## config.mk

```make
export PLATFORM = sky130hd
export DESIGN_NAME = mult_host_driver_flat
export DESIGN_NICKNAME = d
export VERILOG_FILES = /design/src/rtl/mult_host_driver_if.sv /design/src/rtl/mult_host_driver.sv /design/src/flat_wrapper.sv
export SDC_FILE = /design/constraint.sdc
export NUM_CORES = 1
export LEC_CHECK = 0
export CAP_MARGIN = 15
export CORE_ASPECT_RATIO = 1.2
export CORE_UTILIZATION = 45
export CTS_BUF_LIST = sky130_fd_sc_hd__clkbuf_16
export CTS_CLUSTER_DIAMETER = 60
export DETAILED_ROUTE_END_ITERATION = 10
export PLACE_DENSITY = 0.8
export SLEW_MARGIN = 20
export SYNTH_ARGS = -nofsm -noshare
export SYNTH_HDL_FRONTEND = slang
export SYNTH_SLANG_ARGS = --single-unit
```

## constraint.sdc

```tcl
create_clock -name clk -period 4.8 [get_ports clk]
set_clock_uncertainty 0.1 [all_clocks]
set_input_delay 0.96 -clock clk [delete_from_list [all_inputs] [get_ports clk]]
set_output_delay 0.96 -clock clk [all_outputs]
set_load 0.05 [all_outputs]
```

## src/rtl/mult_host_driver_if.sv

```systemverilog
// Handshake bundle between the host driver and the multiplier's button/switch controller.
interface mult_host_driver_if #(
    parameter int HALF_W = 4
);
    logic                start;
    logic                getA;
    logic                getB;
    logic                putOut;
    logic [HALF_W-1:0]   opd;
    logic                done;
    logic [2*HALF_W-1:0] res_half;

    modport master (
        output start, getA, getB, putOut, opd,
        input  done, res_half
    );

    modport slave (
        input  start, getA, getB, putOut, opd,
        output done, res_half
    );
endinterface

```

## src/rtl/mult_host_driver.sv

```systemverilog
// Host-side initiator for the radix-4 multiplier controller: feeds both operands nibble-serially,
// waits for done, then toggles putOut to read both product halves off the shared result mux.
module mult_host_driver #(
    parameter int HALF_W  = 4,
    parameter int HOLD    = 2,
    parameter int TIMEOUT = 64
) (
    input  logic                clk,
    input  logic                rst,
    input  logic                req,
    input  logic [2*HALF_W-1:0] a,
    input  logic [2*HALF_W-1:0] b,
    output logic                busy,
    output logic                valid,
    output logic                err,
    output logic [4*HALF_W-1:0] product,
    mult_host_driver_if.master  ctrl
);
    localparam int HCW = (HOLD > 1) ? $clog2(HOLD) : 1;
    localparam int TCW = (TIMEOUT > 1) ? $clog2(TIMEOUT) : 1;
    localparam logic [HCW-1:0] HOLD_LAST = HCW'(HOLD - 1);
    localparam logic [TCW-1:0] TOUT_LAST = TCW'(TIMEOUT - 1);

    typedef enum logic [3:0] {
        IDLE, START, A_LO_REL, A_HI_PRESS, A_HI_REL, B_LO_SET, B_LO_REL,
        B_HI_PRESS, B_HI_REL, WAIT_DONE, PUT_PRESS, PUT_REL, FIN
    } state_t;

    state_t              state, stateNext;
    logic [HCW-1:0]      holdCnt, holdNext;
    logic [TCW-1:0]      toutCnt, toutNext;
    logic [2*HALF_W-1:0] aReg, bReg;
    logic [HALF_W-1:0]   opdReg, opdNext;
    logic                startReg, getAReg, getBReg, putReg;
    logic                startNext, getANext, getBNext, putNext;
    logic                holdDone, accept, capLo, capHi, timeoutHit;

    assign ctrl.start  = startReg;
    assign ctrl.getA   = getAReg;
    assign ctrl.getB   = getBReg;
    assign ctrl.putOut = putReg;
    assign ctrl.opd    = opdReg;

    // Next state plus the registered values every controller-facing output takes in that state.
    always_comb begin
        stateNext  = state;
        holdDone   = (holdCnt == '0);
        accept     = 1'b0;
        capLo      = 1'b0;
        capHi      = 1'b0;
        timeoutHit = 1'b0;
        case (state)
            IDLE:       if (req) begin accept = 1'b1; stateNext = START; end
            START:      if (holdDone) stateNext = A_LO_REL;
            A_LO_REL:   if (holdDone) stateNext = A_HI_PRESS;
            A_HI_PRESS: if (holdDone) stateNext = A_HI_REL;
            A_HI_REL:   if (holdDone) stateNext = B_LO_SET;
            B_LO_SET:   if (holdDone) stateNext = B_LO_REL;
            B_LO_REL:   if (holdDone) stateNext = B_HI_PRESS;
            B_HI_PRESS: if (holdDone) stateNext = B_HI_REL;
            B_HI_REL:   if (holdDone) stateNext = WAIT_DONE;
            WAIT_DONE: begin
                if (ctrl.done) begin
                    capLo     = 1'b1;
                    stateNext = PUT_PRESS;
                end else if (toutCnt == TOUT_LAST) begin
                    timeoutHit = 1'b1;
                    stateNext  = FIN;
                end
            end
            PUT_PRESS: begin
                // The controller leaves readout one edge after putOut rises, so only the first cycle is sampled.
                capHi = (holdCnt == HOLD_LAST);
                if (holdDone) stateNext = PUT_REL;
            end
            PUT_REL:    if (holdDone) stateNext = FIN;
            FIN:        stateNext = IDLE;
            default:    stateNext = IDLE;
        endcase

        if (stateNext != state)
            holdNext = HOLD_LAST;
        else if (!holdDone)
            holdNext = holdCnt - 1'b1;
        else
            holdNext = holdCnt;

        if (state == WAIT_DONE && stateNext == WAIT_DONE)
            toutNext = toutCnt + 1'b1;
        else
            toutNext = '0;

        startNext = 1'b0;
        getANext  = 1'b0;
        getBNext  = 1'b0;
        putNext   = 1'b0;
        case (stateNext)
            START:                          begin startNext = 1'b1; getANext = 1'b1; end
            A_HI_PRESS:                     getANext = 1'b1;
            A_HI_REL, B_LO_SET, B_HI_PRESS: getBNext = 1'b1;
            PUT_PRESS:                      putNext = 1'b1;
            default:                        ;
        endcase

        // The operand bus only moves on entry to a state whose get strobe is high.
        opdNext = opdReg;
        if (stateNext != state) begin
            case (stateNext)
                START:      opdNext = a[HALF_W-1:0];
                A_HI_PRESS: opdNext = aReg[2*HALF_W-1:HALF_W];
                B_LO_SET:   opdNext = bReg[HALF_W-1:0];
                B_HI_PRESS: opdNext = bReg[2*HALF_W-1:HALF_W];
                default:    ;
            endcase
        end
    end

    always_ff @(posedge clk or posedge rst) begin
        if (rst) begin
            state    <= IDLE;
            holdCnt  <= '0;
            toutCnt  <= '0;
            aReg     <= '0;
            bReg     <= '0;
            opdReg   <= '0;
            startReg <= 1'b0;
            getAReg  <= 1'b0;
            getBReg  <= 1'b0;
            putReg   <= 1'b0;
            busy     <= 1'b0;
            valid    <= 1'b0;
            err      <= 1'b0;
            product  <= '0;
        end else begin
            state    <= stateNext;
            holdCnt  <= holdNext;
            toutCnt  <= toutNext;
            opdReg   <= opdNext;
            startReg <= startNext;
            getAReg  <= getANext;
            getBReg  <= getBNext;
            putReg   <= putNext;
            busy     <= (stateNext != IDLE);
            valid    <= (stateNext == FIN);
            if (accept) begin
                aReg <= a;
                bReg <= b;
                err  <= 1'b0;
            end
            if (capLo)
                product[2*HALF_W-1:0] <= ctrl.res_half;
            if (capHi)
                product[4*HALF_W-1:2*HALF_W] <= ctrl.res_half;
            if (timeoutHit) begin
                err     <= 1'b1;
                product <= '0;
            end
        end
    end
endmodule

```

## src/flat_wrapper.sv

```systemverilog
// flat-port wrapper written by rule: the top's interface ports become plain ports
module mult_host_driver_flat 
#(
    parameter int HALF_W  = 4,
    parameter int HOLD    = 2,
    parameter int TIMEOUT = 64
)
  (clk, rst, req, a, b, busy, valid, err, product, ctrl_start, ctrl_getA, ctrl_getB, ctrl_putOut, ctrl_opd, ctrl_done, ctrl_res_half);
  mult_host_driver_if #(.HALF_W(HALF_W)) ctrl_i ();
  input  logic clk;
  input  logic rst;
  input  logic req;
  input  logic [2*HALF_W-1:0] a;
  input  logic [2*HALF_W-1:0] b;
  output logic busy;
  output logic valid;
  output logic err;
  output logic [4*HALF_W-1:0] product;
  output wire logic [$bits(ctrl_i.start)-1:0] ctrl_start;
  output wire logic [$bits(ctrl_i.getA)-1:0] ctrl_getA;
  output wire logic [$bits(ctrl_i.getB)-1:0] ctrl_getB;
  output wire logic [$bits(ctrl_i.putOut)-1:0] ctrl_putOut;
  output wire logic [$bits(ctrl_i.opd)-1:0] ctrl_opd;
  input wire logic [$bits(ctrl_i.done)-1:0] ctrl_done;
  input wire logic [$bits(ctrl_i.res_half)-1:0] ctrl_res_half;
  assign ctrl_start = ctrl_i.start;
  assign ctrl_getA = ctrl_i.getA;
  assign ctrl_getB = ctrl_i.getB;
  assign ctrl_putOut = ctrl_i.putOut;
  assign ctrl_opd = ctrl_i.opd;
  assign ctrl_i.done = ctrl_done;
  assign ctrl_i.res_half = ctrl_res_half;
  mult_host_driver #(.HALF_W(HALF_W), .HOLD(HOLD), .TIMEOUT(TIMEOUT)) u_core (.clk(clk), .rst(rst), .req(req), .a(a), .b(b), .busy(busy), .valid(valid), .err(err), .product(product), .ctrl(ctrl_i));
endmodule
```

==> metrics.txt, run 1 <==
run status finished, final reports clean; Slowest-stage cell, CP clkdlybuf4s50_1; Crit Path Max Fanout 6; critical-path cell list clkdlybuf4s50_1 > nor2_1 > nand3_2 > o21ai_2 > nor3b_2 > nand2_1 > a41oi_1; root buffer cell clkbuf_16; fin nets 306; Layout fillers 430; Worst Path Required between 4 and 5 ns; CP delay by family, top simple AND/OR/NAND/NOR gates; async set or reset register ratio after synthesis 1.00; Worst Path Arrival 2.66 ns; synth unique cells 46; routed vias/inst 5.40; Yosys reg bits 50; top cell type's share of synthesized area 0.524; share of the core filled with cells 0.612; Chip Height 81.8 um; yosys warns 0; startpoint of the worst hold path u_core.toutCnt[0]$_DFF_PP0_; Final Max Tran Viols 0; die area 0.00560 mm2; min Tclk post-route 2.57 ns; Initial Util 0.477; clock-pin slew on the worst setup and hold paths 0.06 ns; drt first pass iters 4; largest area contributor in the synthesized netlist dfrtp_1; met3 GRT Util 0.0444; io pins 55; most used routing layer met2; Syn-to-layout area delta 28.4%; Max-Cap Viols 0; PwrDens 663 mW/mm2; flop-to-flop setup slack 2.59 ns; H-Tree Depth 2; gpl congestion 0.824; Synth area leaders dfrtp_1, mux2_4, nand2_1; total grt overflow 0; worst-case reg-to-reg path depth 6; maximum VDD drop 294 uV; share of cells above drive strength 1 0.0975; crit start category input port; f_max ~400 MHz; core footprint 0.00501 mm2; Post-synth top flop dfrtp_1; met1 global-route usage 0.246; total number of vias around 1,800; slew of the pin with the lowest slew margin around 0.82 ns; worst relative slew slack 0.453; Worst setup EP type flip-flop; Hold Crit Class reg -> reg; Post-Syn Area 0.00239 mm2; final setup fails 0; Inserted Diodes 0; first-pass GRT wire length approximately 8000 um; cells after synthesis approximately 230; Final Hold Viols 0; Site Rows 28; CTS tree done; final routed DRC violation total 0; Post-CTS Hold Fix Bufs 0; clock buffer depth 2; port bufs 54; worst skew pair latency 0.29 ns; Iter 0 DRT Violations 120; Clock Sinks 50; Worst R2R End u_core.ctrl.opd[3]$_DFFE_PP0P_; routed wire length between 4000 and 5000 um; hold path depth 1; ANT nets after route 0; setup TNS 0 ns; average cell area after synthesis 10.6 um2; unrepaired setup endpoints after global routing no; WP buf/inv 1; WHS 0.361 ns; post-CTS sizing 0; Worst Hold End u_core.toutCnt[0]$_DFF_PP0_; Critical Path Max Stage Delay about 0.47 ns; Leak Pwr roughly 0.0013 uW; Post-CTS Setup Bufs 0; Final HPWL DP 3470 um; WL/cell 14.4 um; part of the cycle the worst path needs 0.536; Power Total 2030 uW; number of synthesized flops with an enable pin 0; critical path class in -> reg; All-Layer GR Usage 0.192; Seq/Total Area, Yosys 0.524; die boundary width slightly below 70 um; Post-Synthesis Net Count 255; GR Util met2 0.316; initial antenna violation count 0; vias in the first global route 1,710; total CTS buffers 5; largest net degree at the start of global routing a little over 50; reg2reg start u_core.state[3]$_DFF_PP0_
==> layer usage <==
metal	vias up	wire length, um
li1	882	-
met1	889	2140
met2	41	2490
met3	7	165
met4	0	73
met5	-	0
==> how the worst max path moves through the flow <==
stage | start | end | slack (ns) | cells past startpoint
final | ctrl_done | u_core.ctrl.opd[3]$_DFFE_PP0P_ | 2.23 | 7
after detailed placement | ctrl_done | u_core.product[5]$_DFFE_PP0P_ | 1.65 | 5
after global routing | ctrl_done | u_core.ctrl.opd[1]$_DFFE_PP0P_ | 2.06 | 7
after CTS | ctrl_done | u_core.product[2]$_DFFE_PP0P_ | 1.97 | 5
after global placement | ctrl_done | u_core.product[7]$_DFFE_PP0P_ | 1.75 | 5
after floorplan | rst | u_core.aReg[4]$_DFFE_PP0P_ | 2.54 | 1
==> registers in the layout (all words and copies together) (netlist names) <==
signal              cells
u_core.ctrl.putOut      1
u_core.toutCnt          6
u_core.aReg             4
u_core.product         16
u_core.busy             1
u_core.err              1
u_core.ctrl.getA        1
u_core.bReg             8
u_core.ctrl.opd         4
u_core.state            4
u_core.valid            1
u_core.holdCnt          1
u_core.ctrl.getB        1
u_core.ctrl.start       1
==> where the power goes <==
| part | switching, uW | total (uW) | internal, uW |
|---|---|---|---|
| clock | 140 | 328 | 188 |
| combinational | 572 | 984 | 411 |
| sequential | 151 | 722 | 571 |
| total | 863 | 2030 | 1170 |
==> through the flow <==
stage / instance area, um2 / std cells / setup slack [ns]
floorplan: 2390 / 226 / 2.54
global placement: 2930 / 330 / 1.75
detailed placement: 2930 / 330 / 1.65
CTS: 3060 / 337 / 1.97
global route: 3070 / 337 / 2.06
finish: 3070 / 337 / 2.23
==> cells by family after synthesis <==
family,after synthesis,share of synthesized area
xor+xnor,5,0.0183
simple gates,87,0.177
flops,50,0.524
mux,20,0.104
compound gates,47,0.130
fa+ha+maj,1,0.00524
buf+inv,16,0.0414
==> synth_stat cells, types with 3 or more instances <==
cell,instances
dfrtp_1,50
nand2_1,33
nor2_1,24
o21ai_0,19
mux2_4,9
mux2i_1,8
inv_1,6
nand2b_1,6
a21oi_1,4
a41oi_1,4
and3_1,4
buf_2,4
nand3_1,4
xnor2_1,4
a21o_1,3
a22oi_1,3
mux2_2,3
nor2b_1,3
==> final cells by class <==
class,instances,area [um2],area share
repair buffers,54,541,0.176
clock inverters,2,11.3,0.00367
inverters,6,23.8,0.00775
clock buffers,5,125,0.0408
flip-flops and latches,50,1250,0.408
multi-input cells,160,1040,0.339
well taps,60,75.1,0.0245
==> layout by cell type (no fill, tap or decap), types with 2 or more instances in the layout <==
master	n
a211oi_1	2
a21boi_0	2
a21o_1	3
a21oi_1	4
a22oi_1	3
a41oi_1	4
and2_1	2
and3_1	4
clkbuf_16	5
clkdlybuf4s50_1	54
dfrtp_1	50
inv_1	6
mux2_2	3
mux2_4	9
mux2i_1	8
nand2_1	33
nand2b_1	6
nand3_1	4
nand3_2	2
nor2_1	23
nor2b_1	3
nor3_1	2
o21ai_0	19
xnor2_1	4
Power figures use the tool's default switching activity.
==> inputs of run 2 (changes only) <==
- clock period: 4.8 -> 2.4 ns (I/O delays scaled with it)
==> metrics.txt, run 2 (synthesized netlist as in run 1, its figures left out) <==
run status finished, final reports clean; slew of the pin with the lowest slew margin 0.738 ns; Final Max Tran Viols 0; Slowest-stage cell, CP dfrtp_1; PwrDens 1330 mW/mm2; routed vias/inst 5.37; final routed DRC violation total 0; f_max 479 MHz; die boundary width 68.5 um; Syn-to-layout area delta 32.2%; gpl congestion 0.862; Final Hold Viols 0; min Tclk post-route 2.09 ns; clock-pin slew on the worst setup and hold paths around 0.060 ns; hold path depth 1; final setup fails 0; max reg flops 16; Crit Path Max Fanout 13; post-place setup slack 0.0727 ns; critical-path cell list or3_4 > or2_1 > mux2_4; Inserted Diodes 0; Top reg by flops u_core.product; CP delay by family, top simple AND/OR/NAND/NOR gates; initial antenna violation count 0; Leak Pwr roughly 0.0014 uW; Worst Path Arrival 2.16 ns; commonest non-fill, non-tap cell in the layout clkdlybuf4s50_1; Worst Path Required 2.47 ns; total CTS buffers 5; final worst slack between 0.3 and 0.4 ns; Regs by FF count u_core.product (16), u_core.bReg (8), u_core.toutCnt (6); total grt overflow 0; Post-CTS Setup Bufs 0; vias in the first global route 1,896; Critical Path Max Stage Delay 0.53 ns; port bufs 54; root buffer cell clkbuf_16; H-Tree Depth 2; WL/cell 14.8 um; Site Rows 28; Hold Crit Class reg -> reg; fin nets approximately 320; crit start category flip-flop; part of the cycle the worst path needs 0.871; Post-CTS Hold Fix Bufs 0; die area 0.00560 mm2; Crit path depth 3; WP buf/inv 0; CTS tree done; ANT nets after route 0; Clock Sinks 50; setup TNS 0 ns; Worst setup EP type flip-flop; post-CTS sizing 0; maximum VDD drop between 700 and 800 uV; core footprint 0.00501 mm2; All-Layer GR Usage 0.206; unrepaired setup endpoints after global routing no; Initial Util 0.477; largest net degree at the start of global routing 51; most frequent cells in the layout clkdlybuf4s50_1, dfrtp_1, nand2_1; Iter 0 DRT Violations 154; Chip Height 81.8 um; total number of vias 1,869; critical path class reg -> reg; worst relative slew slack 0.508; io pins 55; share of cells above drive strength 1 0.125; clock buffer depth 2; routed wire length 5160 um; Power Total approximately 4200 uW; Final HPWL DP 3760 um; first-pass GRT wire length 8510 um; worst skew pair latency a little under 0.3 ns; Max-Cap Viols 0; drt first pass iters 4; worst-case reg-to-reg path depth 3
-- run 2: changes by cell type in the layout (fill, tap and decap cells not counted), sizes merged --
cell | before | now
buf | 0 | 10
inv | 6 | 8
clkinvlp | 1 | 0
-- run 2: cell type report --
class	count	area, um2
fill	408	1850
sequential	50	1250
multi-input combinational	160	1040
timing repair buffer	64	628
clock buffer	5	125
tap	60	75.1
inverter	6	22.5
clock inverter	3	16.3
-- run 2: where the power goes --
part,internal [uW],switching [uW],total [uW]
logic,895,1220,2110
registers,1140,283,1430
clock network,382,281,663
-- run 2: final timing paths --
kind / startpoint / to / slack (ns)
hold / removal: u_core.toutCnt[0]$_DFF_PP0_ / u_core.toutCnt[0]$_DFF_PP0_ / 0.36
setup reg to reg: u_core.state[3]$_DFF_PP0_ / u_core.bReg[7]$_DFFE_PP0P_ / 0.31
hold reg to reg: u_core.toutCnt[0]$_DFF_PP0_ / u_core.toutCnt[0]$_DFF_PP0_ / 0.36
max in group asynchronous: rst / u_core.valid$_DFF_PP0_ / 1.54
min in group asynchronous: rst / u_core.product[8]$_DFFE_PP0P_ / 0.45
setup / recovery: u_core.state[3]$_DFF_PP0_ / u_core.bReg[7]$_DFFE_PP0P_ / 0.31
-- run 2: layer usage --
| layer | up-vias | track usage | part of all wire |
|---|---|---|---|
| li1 | 905 | - | - |
| met1 | 897 | 0.255 | 0.43 |
| met2 | 54 | 0.335 | 0.51 |
| met3 | 13 | 0.0431 | 0.038 |
| met4 | 0 | 0.102 | 0.027 |
| met5 | - | 0 | 0 |
-- run 2: stage by stage --
stage	utilization	instances	cell area (um2)	hold WS, ns
6_report	0.630	348	3160	0.356
5_1_grt	0.630	348	3160	0.379
4_1_cts	0.630	348	3160	0.363
3_5_place_dp	0.602	340	3020	0.354
3_3_place_gp	0.602	340	3020	0.346
2_1_floorplan	-	226	2390	0.333
-- run 2: worst register-to-register path: cells and delay by family (launching register included) --
family | cells | cell delay, ns
AND/OR/NAND/NOR | 2 | 0.93
multiplexers | 1 | 0.41
flip-flops | 1 | 0.53
